[config.mk]
export PLATFORM = sky130hd
export DESIGN_NAME = ps2_key_sender
export DESIGN_NICKNAME = d
export VERILOG_FILES = /design/src/rtl/ps2_key_sender.sv
export SDC_FILE = /design/constraint.sdc
export NUM_CORES = 1
export LEC_CHECK = 0
export ABC_AREA = 0
export CORE_MARGIN = 2
export CORE_UTILIZATION = 53
export CTS_BUF_LIST = sky130_fd_sc_hd__clkbuf_8
export DETAILED_ROUTE_END_ITERATION = 10
export PLACE_DENSITY_LB_ADDON = 0.2
export SYNTH_ARGS = -nofsm -noshare
export SYNTH_HDL_FRONTEND = slang
export SYNTH_SLANG_ARGS = --single-unit
[constraint.sdc]
create_clock -name clk -period 2.3 [get_ports clk]
set_clock_uncertainty 0.1 [all_clocks]
set_input_delay 0.345 -clock clk [delete_from_list [all_inputs] [get_ports clk]]
set_output_delay 0.345 -clock clk [all_outputs]
set_load 0.005 [all_outputs]
[src/rtl/ps2_key_sender.sv]
// PS/2 device-side key sender: buffers {brk,code} commands in a small FIFO and
// serialises them as PS/2 frames, prefixing break codes with an F0 frame.
module ps2_key_sender #(
    parameter int CLK_HALF = 8,
    parameter int GAP      = 16,
    parameter int DEPTH    = 4
) (
    input  logic       clk,
    input  logic       clrn,
    input  logic [7:0] key_code,
    input  logic       key_brk,
    input  logic       key_valid,
    output logic       key_ready,
    output logic       ps2_clk,
    output logic       ps2_data,
    output logic       busy,
    output logic       frame_done
);

    typedef enum logic [1:0] {
        ST_IDLE  = 2'd0,
        ST_LOAD  = 2'd1,
        ST_SHIFT = 2'd2,
        ST_GAP   = 2'd3
    } state_t;

    localparam int          AW         = (DEPTH > 1) ? $clog2(DEPTH) : 1;
    localparam logic [8:0]  HALF_C     = 9'(CLK_HALF);
    localparam logic [8:0]  BIT_LAST_C = 9'(2 * CLK_HALF - 1);
    localparam logic [8:0]  DONE_CNT_C = 9'(2 * CLK_HALF - 2);
    localparam logic [8:0]  GAP_LAST_C = 9'(GAP - 1);
    localparam logic [AW:0] DEPTH_C    = (AW + 1)'(DEPTH);
    localparam logic [AW:0] ONE_C      = (AW + 1)'(1);
    localparam logic [AW-1:0] PTR_ONE_C = AW'(1);

    function automatic logic odd_parity(input logic [7:0] b);
        return ~^b;
    endfunction

    // Frame bit order: start, data LSB first, odd parity, stop.
    function automatic logic frame_bit(input logic [7:0] b, input logic [3:0] idx);
        logic r;
        case (idx)
            4'd0:    r = 1'b0;
            4'd1:    r = b[0];
            4'd2:    r = b[1];
            4'd3:    r = b[2];
            4'd4:    r = b[3];
            4'd5:    r = b[4];
            4'd6:    r = b[5];
            4'd7:    r = b[6];
            4'd8:    r = b[7];
            4'd9:    r = odd_parity(b);
            default: r = 1'b1;
        endcase
        return r;
    endfunction

    state_t        state_r, state_s;
    logic [8:0]    mem_r [DEPTH];
    logic [AW-1:0] wr_ptr_r, rd_ptr_r;
    logic [AW:0]   count_r, count_nxt_s;
    logic [7:0]    byte_r, byte_s;
    logic [7:0]    pend_code_r, pend_code_s;
    logic          pend_valid_r, pend_valid_s;
    logic [8:0]    cnt_r, cnt_s;
    logic [3:0]    bit_r, bit_s;
    logic          ps2_clk_r, ps2_clk_s;
    logic          ps2_data_r, ps2_data_s;
    logic          frame_done_r, done_s;
    logic          busy_r, busy_s;
    logic          key_ready_r, key_ready_s;
    logic          push_s, pop_s;
    logic [8:0]    head_s;

    assign push_s     = key_valid & key_ready_r;
    assign pop_s      = (state_r == ST_LOAD);
    assign head_s     = mem_r[rd_ptr_r];
    assign key_ready  = key_ready_r;
    assign ps2_clk    = ps2_clk_r;
    assign ps2_data   = ps2_data_r;
    assign busy       = busy_r;
    assign frame_done = frame_done_r;

    // FIFO occupancy after this cycle's push/pop.
    always_comb begin
        count_nxt_s = count_r;
        case ({push_s, pop_s})
            2'b10:   count_nxt_s = count_r + ONE_C;
            2'b01:   count_nxt_s = count_r - ONE_C;
            default: count_nxt_s = count_r;
        endcase
    end

    // FIFO storage; contents need no reset because the pointers define validity.
    always_ff @(posedge clk) begin
        if (push_s) begin
            mem_r[wr_ptr_r] <= {key_brk, key_code};
        end
    end

    // FIFO pointers and occupancy.
    always_ff @(posedge clk or negedge clrn) begin
        if (!clrn) begin
            wr_ptr_r <= '0;
            rd_ptr_r <= '0;
            count_r  <= '0;
        end else begin
            if (push_s) begin
                wr_ptr_r <= wr_ptr_r + PTR_ONE_C;
            end
            if (pop_s) begin
                rd_ptr_r <= rd_ptr_r + PTR_ONE_C;
            end
            count_r <= count_nxt_s;
        end
    end

    // Next-state and next-output logic; line values are computed one cycle ahead.
    always_comb begin
        state_s      = state_r;
        cnt_s        = cnt_r;
        bit_s        = bit_r;
        byte_s       = byte_r;
        pend_code_s  = pend_code_r;
        pend_valid_s = pend_valid_r;
        done_s       = 1'b0;
        ps2_clk_s    = 1'b1;
        ps2_data_s   = 1'b1;
        case (state_r)
            ST_IDLE: begin
                if (count_r != '0) begin
                    state_s = ST_LOAD;
                end else begin
                    state_s = ST_IDLE;
                end
            end
            ST_LOAD: begin
                if (head_s[8]) begin
                    byte_s       = 8'hF0;
                    pend_code_s  = head_s[7:0];
                    pend_valid_s = 1'b1;
                end else begin
                    byte_s       = head_s[7:0];
                    pend_valid_s = 1'b0;
                end
                state_s    = ST_SHIFT;
                cnt_s      = 9'd0;
                bit_s      = 4'd0;
                ps2_data_s = 1'b0;
            end
            ST_SHIFT: begin
                if (cnt_r == BIT_LAST_C) begin
                    cnt_s = 9'd0;
                    if (bit_r == 4'd10) begin
                        state_s = ST_GAP;
                        bit_s   = 4'd0;
                    end else begin
                        bit_s      = 4'(bit_r + 4'd1);
                        ps2_data_s = frame_bit(byte_r, 4'(bit_r + 4'd1));
                    end
                end else begin
                    cnt_s      = cnt_r + 9'd1;
                    ps2_data_s = frame_bit(byte_r, bit_r);
                    ps2_clk_s  = (cnt_s < HALF_C);
                    done_s     = (bit_r == 4'd10) && (cnt_r == DONE_CNT_C);
                end
            end
            ST_GAP: begin
                if (cnt_r == GAP_LAST_C) begin
                    cnt_s = 9'd0;
                    if (pend_valid_r) begin
                        byte_s       = pend_code_r;
                        pend_valid_s = 1'b0;
                        state_s      = ST_SHIFT;
                        bit_s        = 4'd0;
                        ps2_data_s   = 1'b0;
                    end else begin
                        state_s = ST_IDLE;
                    end
                end else begin
                    cnt_s = cnt_r + 9'd1;
                end
            end
            default: begin
                state_s = ST_IDLE;
                cnt_s   = 9'd0;
                bit_s   = 4'd0;
            end
        endcase
        busy_s      = !((state_s == ST_IDLE) && (count_nxt_s == '0));
        key_ready_s = (count_nxt_s != DEPTH_C);
    end

    // State, frame registers and registered outputs.
    always_ff @(posedge clk or negedge clrn) begin
        if (!clrn) begin
            state_r      <= ST_IDLE;
            cnt_r        <= 9'd0;
            bit_r        <= 4'd0;
            byte_r       <= 8'h00;
            pend_code_r  <= 8'h00;
            pend_valid_r <= 1'b0;
            ps2_clk_r    <= 1'b1;
            ps2_data_r   <= 1'b1;
            frame_done_r <= 1'b0;
            busy_r       <= 1'b0;
            key_ready_r  <= 1'b1;
        end else begin
            state_r      <= state_s;
            cnt_r        <= cnt_s;
            bit_r        <= bit_s;
            byte_r       <= byte_s;
            pend_code_r  <= pend_code_s;
            pend_valid_r <= pend_valid_s;
            ps2_clk_r    <= ps2_clk_s;
            ps2_data_r   <= ps2_data_s;
            frame_done_r <= done_s;
            busy_r       <= busy_s;
            key_ready_r  <= key_ready_s;
        end
    end

endmodule

==> results of run 1 <==
## metal layers
layer	track usage (%)	wire, microns	up-vias
met4	6.920	106	0
li1	-	-	1235
met2	31.89	3381	43
met1	27.90	3247	1208
met3	5.448	252	8
met5	0	0	-
## cell usage in the layout, fill, tap and decap left out, types with 4 or more instances in the layout
| cell type | instances |
|---|---|
| nor2_1 | 11 |
| and3_1 | 11 |
| mux4_2 | 10 |
| or3_1 | 5 |
| nand4_1 | 4 |
| nand2b_1 | 5 |
| a21oi_1 | 7 |
| clkdlybuf4s50_1 | 15 |
| a31oi_1 | 4 |
| edfxtp_1 | 36 |
| inv_1 | 10 |
| a22o_1 | 6 |
| buf_4 | 26 |
| xor2_1 | 4 |
| mux2_2 | 9 |
| nand3_1 | 5 |
| clkbuf_8 | 9 |
| nor3_1 | 6 |
| xnor2_1 | 10 |
| nor3b_1 | 4 |
| ha_1 | 6 |
| mux2i_1 | 4 |
| nand2_1 | 29 |
| o21ai_0 | 27 |
| dfrtp_1 | 41 |
## timing repair
action,CTS,global route
endpoints found under the hold margin,41,0
hold buffers,1,0
endpoints found under the setup margin,1,3
gates resized for setup,1,4
## cell type report
cell class,instances,area [sq um],area share (%)
multi-input combinational,203,1560,34.58
sequential,80,2186,48.45
inverter,11,41.29,0.9151
tap,96,120.1,2.662
clock inverter,7,108.9,2.413
timing repair buffer,44,371.6,8.236
clock buffer,9,123.9,2.745
## state kept, by name, indices dropped and copies added (netlist names), 2 cells and up
name / count
mem_r: 36
cnt_r: 9
byte_r: 8
pend_code_r: 8
bit_r: 4
count_r: 3
rd_ptr_r: 2
state_r: 2
wr_ptr_r: 2
## metrics by stage
stage / hold slack (ps) / area, sq um / setup WS [ps] / std cells / setup TNS (ps)
2_1_floorplan: -50.59 / 3849 / 16.17 / 310 / 0
3_3_place_gp: 360.2 / 4250 / -182.8 / 433 / -182.8
3_5_place_dp: 360.4 / 4250 / -216.3 / 433 / -216.3
4_1_cts: 409.9 / 4496 / 74.69 / 450 / 0
5_1_grt: 425.0 / 4512 / 8.691 / 450 / 0
6_report: 408.3 / 4512 / 79.63 / 450 / 0
## Yosys cell counts (all sizes together), types with 2 or more instances
| master | number | area share [%] |
|---|---|---|
| a21oi | 7 | 0.91 |
| a22o | 6 | 1.4 |
| a31oi | 4 | 0.65 |
| and3 | 11 | 1.8 |
| buf | 6 | 0.91 |
| clkbuf | 10 | 0.98 |
| dfrtp | 41 | 27 |
| dfstp | 3 | 2.1 |
| edfxtp | 36 | 28 |
| ha | 7 | 2.3 |
| inv | 10 | 0.98 |
| mux2 | 9 | 2.6 |
| mux2i | 4 | 1.0 |
| mux4 | 10 | 5.9 |
| nand2 | 29 | 2.8 |
| nand2b | 5 | 0.82 |
| nand3 | 5 | 0.65 |
| nand4 | 4 | 0.65 |
| nor2 | 11 | 1.1 |
| nor2b | 3 | 0.49 |
| nor3 | 7 | 1.2 |
| nor3b | 4 | 0.78 |
| nor4 | 2 | 0.33 |
| o21ai | 28 | 3.7 |
| o31ai | 2 | 0.75 |
| o41ai | 4 | 0.91 |
| or3 | 5 | 0.82 |
| xnor2 | 10 | 2.3 |
| xor2 | 4 | 0.91 |
## worst reg2reg max path, cell delays in order (launching register included)
cell and delay, ps:
dfrtp_1 390, or4_4 600, o31ai_4 280, nand2_1 130, o31a_1 140, or4b_1 460
## final timing paths
kind / to / slack [ps]
hold reg to reg: pend_code_r[7]$_DFFE_PN0P_ / 410
setup / recovery: busy$_DFF_PN0_ / 80
max in group asynchronous: byte_r[4]$_DFFE_PN0P_ / 1230
setup reg to reg: busy$_DFF_PN0_ / 80
hold / removal: pend_code_r[7]$_DFFE_PN0P_ / 410
min in group asynchronous: cnt_r[7]$_DFFE_PN0N_ / 480
## power by group through the flow
stage	combinational, mW	sequential (mW)	clock [mW]
after floorplan	0.308	1.78	0
after global placement	0.462	1.80	0
after detailed placement	0.489	1.81	0
after CTS	0.494	1.78	1.23
after global routing	0.549	1.80	1.29
final	0.479	1.78	1.21
## cells by family after synthesis
group           synth area share, %
mux                           9.572
flops                         57.07
buf+inv                       2.973
fa+ha+maj                     2.809
xor+xnor                      3.201
compound gates                11.57
simple gates                  12.81
==> results.ini, run 1 <==
[outcome]
outcome=finished, final reports clean

[sta]
setup_violations=0
max_clock_freq_mhz=450.4
slew_headroom_pct=63.11
finalHoldViolCount=0
slew_violations=0
layout_min_cycle_time_ps=2220
rsz0062_at_grt=false
worstMarginPinSlew_ps=553.3
fin_crit_sh_pct=96.54

[worst_setup_path]
reg2regPathDepth=5
startpoint_type=register
arrival_ps=2360
worst_path_max_delay_cell=or4_4
path_class=register to register
crit_path_end_kind=register
path_cells=or4_4 -> o31ai_4 -> nand2_1 -> o31a_1 -> or4b_1
critical_path_peak_fanout=5
crit_family=simple AND/OR/NAND/NOR gates
reg2reg_from=cnt_r[5]$_DFFE_PN0N_
worst-path-buf-inv=0
cp.required_ps=2440
max_stage_delay_ps=600
cp-startpoint=cnt_r[5]$_DFFE_PN0N_
crit_cells=5

[floorplanning]
initial_core_util_pct=55.45
core_sq_um=6907
die_x_microns=89.01
die-area_sq_um=7922
row_count=30
chipHeight_microns=89.01
ios=17

[routing]
routed_wirelength_mm=6.987
vias_per_cell=5.542
dr.first_iter.drc_count=166
firstDrtPassIters=4
drc_errors=0
num_vias=2494
wl_per_cell_microns=15.53
final_antenna_net_count=0

[power_and_ir_drop]
p_seq_share_pct=51.3
p_int_mw=2.565
ir_drop_v=0.0005648
total_power_mw=3.471
pwr-share-comb_pct=13.8
powerDensity_nw_per_um2=769.3
p_leak_nw=1.825
p_switching_mw=0.9055
p_sw_share_pct=26.09
clkPwrFrac_pct=34.9

[min_path]
min_path_type=register to register
min_path_cells=1
hp-start=pend_code_r[7]$_DFFE_PN0P_

[final_layout]
finalCoreUtilization_pct=65.33
syn_to_final_growth_pct=17.80
antenna_cells=0
fillers=550
drive_gt1_share_pct=21.47
fin_nets=369

[clock_network]
cts_buffers=9
cts_setup_buffers=0
clock_latency_ps=360
cts-root-buf=clkbuf_8
cts_tree=yes
htreeDepth=3
max-clock-path-buffers=2
cts_sinks=80
clk_pin_slew_worst_paths_ps=90

[grt]
grt_start_max_net_pins=45
overflow=0
grt_pass1_vias=2523
grt_pass1_wl_mm=12.11
track_usage_pct=20.34
antenna_found_initial=0

[yosys]
synthFlopType=dfrtp_1
ys_seq_area_share_pct=57.07
syn_area_sq_um=3830
ys_ff_latch=80
synthArstFlopShare_pct=55.00
syn-num-nets=330
syn_inst=310
avgSynthCellArea_sq_um=12.35
ys_types=56
synth_edf_count=36
synth_warnings=0

[place]
hpwl_mm=4.820
gp_congestion=0.8180
portBuffers=16

[flow_run]
drv_cap=0

Power figures use the tool's default switching activity.
==> inputs of run 2 (changes only) <==
Settings changed: CORE_UTILIZATION 53 to 30, SKIP_LAST_GASP from default to 1.
==> results.ini, run 2 (synthesized netlist as in run 1, its figures left out) <==
[clock_network]
clock_latency_ps=350  ; was 360 ps
htreeDepth=3  ; unchanged
clk_pin_slew_worst_paths_ps=90  ; about the same
max-clock-path-buffers=2  ; unchanged
cts_buffers=9  ; unchanged
cts_tree=yes  ; unchanged
cts-root-buf=clkbuf_8  ; unchanged
cts_sinks=80  ; unchanged

[floorplanning]
row_count=41  ; was 30
core_sq_um=12520  ; was 6907 sq um
initial_core_util_pct=30.60  ; was 55.45%
chipHeight_microns=117.0  ; was 89.01 microns
die-area_sq_um=13690  ; was 7922 sq um
die_x_microns=117.0  ; was 89.01 microns
ios=17  ; unchanged

[worst_setup_path]
reg2reg_from=state_r[1]$_DFF_PN0_  ; was cnt_r[5]$_DFFE_PN0N_
reg2reg_slack_ps=110  ; was 80 ps
crit_path_end_kind=register  ; unchanged
setup.worst_path.end=busy$_DFF_PN0_  ; unchanged
reg2regPathDepth=8  ; was 5
rr_endpoint=busy$_DFF_PN0_  ; unchanged
cp.required_ps=2430  ; was 2440 ps
critical_path_peak_fanout=5  ; unchanged
arrival_ps=2340  ; was 2360 ps
cp-startpoint=key_valid  ; was cnt_r[5]$_DFFE_PN0N_
startpoint_type=primary input  ; was register
path_class=primary input to register  ; was register to register

[final_layout]
antenna_cells=0  ; unchanged
finalCoreUtilization_pct=37.22  ; was 65.33%
fin_nets=376  ; was 369
largest_register_ffs=36  ; unchanged
final_cell_mix=dfrtp_1 (41), edfxtp_1 (36), buf_4 (33)  ; was dfrtp_1 (41), edfxtp_1 (36), nand2_1 (29)
fillers=1263  ; was 550
multiInputGateArea_sq_um=1560  ; unchanged
max_flop_register=mem_r  ; unchanged
regArea_sq_um=2186  ; unchanged
drive_gt1_share_pct=22.99  ; was 21.47%
layout_commonest_cell=dfrtp_1  ; unchanged
top_regs=mem_r: 36 flops, cnt_r: 9 flops  ; unchanged
syn_to_final_growth_pct=21.63  ; was 17.80%

[routing]
routed_wirelength_mm=7.245  ; was 6.987 mm
final_antenna_net_count=0  ; unchanged
wl_per_cell_microns=13.59  ; was 15.53 microns
dr.first_iter.drc_count=87  ; was 166
firstDrtPassIters=4  ; unchanged
drc_errors=0  ; unchanged
num_vias=2549  ; was 2494
vias_per_cell=4.782  ; was 5.542

[outcome]
outcome=finished, final reports clean  ; unchanged

[grt]
grt_start_max_net_pins=45  ; unchanged
track_usage_pct=11.89  ; was 20.34%
grt_pass1_wl_mm=12.47  ; was 12.11 mm
grt_pass1_vias=2606  ; was 2523
antenna_found_initial=0  ; unchanged
overflow=0  ; unchanged

[sta]
whs_ps=386.8  ; was 408.3 ps
slew_violations=0  ; unchanged
finalHoldViolCount=0  ; unchanged
slew_headroom_pct=61.15  ; was 63.11%
setup_violations=0  ; unchanged
layout_min_cycle_time_ps=2205  ; was 2220 ps
worstMarginPinSlew_ps=582.8  ; was 553.3 ps
rsz0062_at_grt=false  ; unchanged
max_clock_freq_mhz=453.4  ; was 450.4 MHz
fin_crit_sh_pct=95.89  ; was 96.54%

[power_and_ir_drop]
p_leak_nw=1.861  ; was 1.825 nW
ir_drop_v=0.0003339  ; was 0.0005648 V
total_power_mw=3.486  ; was 3.471 mW
powerDensity_nw_per_um2=748.3  ; was 769.3 nW/um^2

[place]
gp_congestion=0.7653  ; was 0.8180
portBuffers=16  ; unchanged
hpwl_mm=5.048  ; was 4.820 mm

[min_path]
min_path_type=register to register  ; unchanged

[flow_run]
drv_cap=0  ; unchanged

-- run 2: cell count changes in the layout (fill, tap and decap cells not counted), sizes merged --
cell	before	now
clkinv	2	1
buf	28	35
clkinvlp	0	1
-- run 2: layout make-up --
class | count | area share (%)
well taps | 172 | 4.620
inverters | 11 | 0.8864
multi-input cells | 203 | 33.49
clock inverters | 7 | 2.310
repair buffers | 51 | 9.106
flip-flops and latches | 80 | 46.92
clock buffers | 9 | 2.659
-- run 2: how the worst min path moves through the flow --
| stage | slack, ps | depth (start not counted) | from | to |
|---|---|---|---|---|
| after floorplan | -50 | 0 | clrn | bit_r[0]$_DFFE_PN0P_ |
| after global placement | 360 | 2 | pend_valid_r$_DFFE_PN0P_ | pend_valid_r$_DFFE_PN0P_ |
| after detailed placement | 370 | 2 | clrn | wr_ptr_r[0]$_DFFE_PN0P_ |
| after CTS | 390 | 2 | pend_valid_r$_DFFE_PN0P_ | pend_valid_r$_DFFE_PN0P_ |
| after global routing | 410 | 2 | pend_valid_r$_DFFE_PN0P_ | pend_valid_r$_DFFE_PN0P_ |
| final | 390 | 2 | pend_valid_r$_DFFE_PN0P_ | pend_valid_r$_DFFE_PN0P_ |
-- run 2: routing by layer --
metal  routed length (microns)  GRT usage [%]
met1                      3428          15.16
met2                      3445          19.61
met3                       260          2.832
met4                       110          4.706
met5                         0              0
-- run 2: power breakdown --
part	internal, mW	switching [mW]
sequential	1.70	0.0747
combinational	0.259	0.253
clock	0.634	0.569
-- run 2: through the flow --
step	setup WS (ps)	TNS, ps	std cells	area, sq um
2_1_floorplan	16.17	0	310	3849
3_5_place_dp	-282.0	-282.0	515	4390
5_1_grt	11.16	0	533	4658
6_report	94.62	0	533	4658
3_3_place_gp	-249.2	-249.2	515	4390
4_1_cts	64.66	0	532	4634
-- run 2: timing repair --
item	4_1_cts	5_1_grt
setup endpoints to repair	1	3
endpoints found under the hold margin	41	0
gates cloned	0	0
resized for setup	1	3
hold buffers	1	0
setup buffers	0	1
-- run 2: worst max-delay path, stage by stage --
cell             delay (ps)
clkdlybuf4s50_1         460
nand2_1                 150
ha_4                    140
inv_1                    40
fa_2                    330
xor2_1                  160
nor2_1                  120
xor2_1                   90
or4b_1                  490
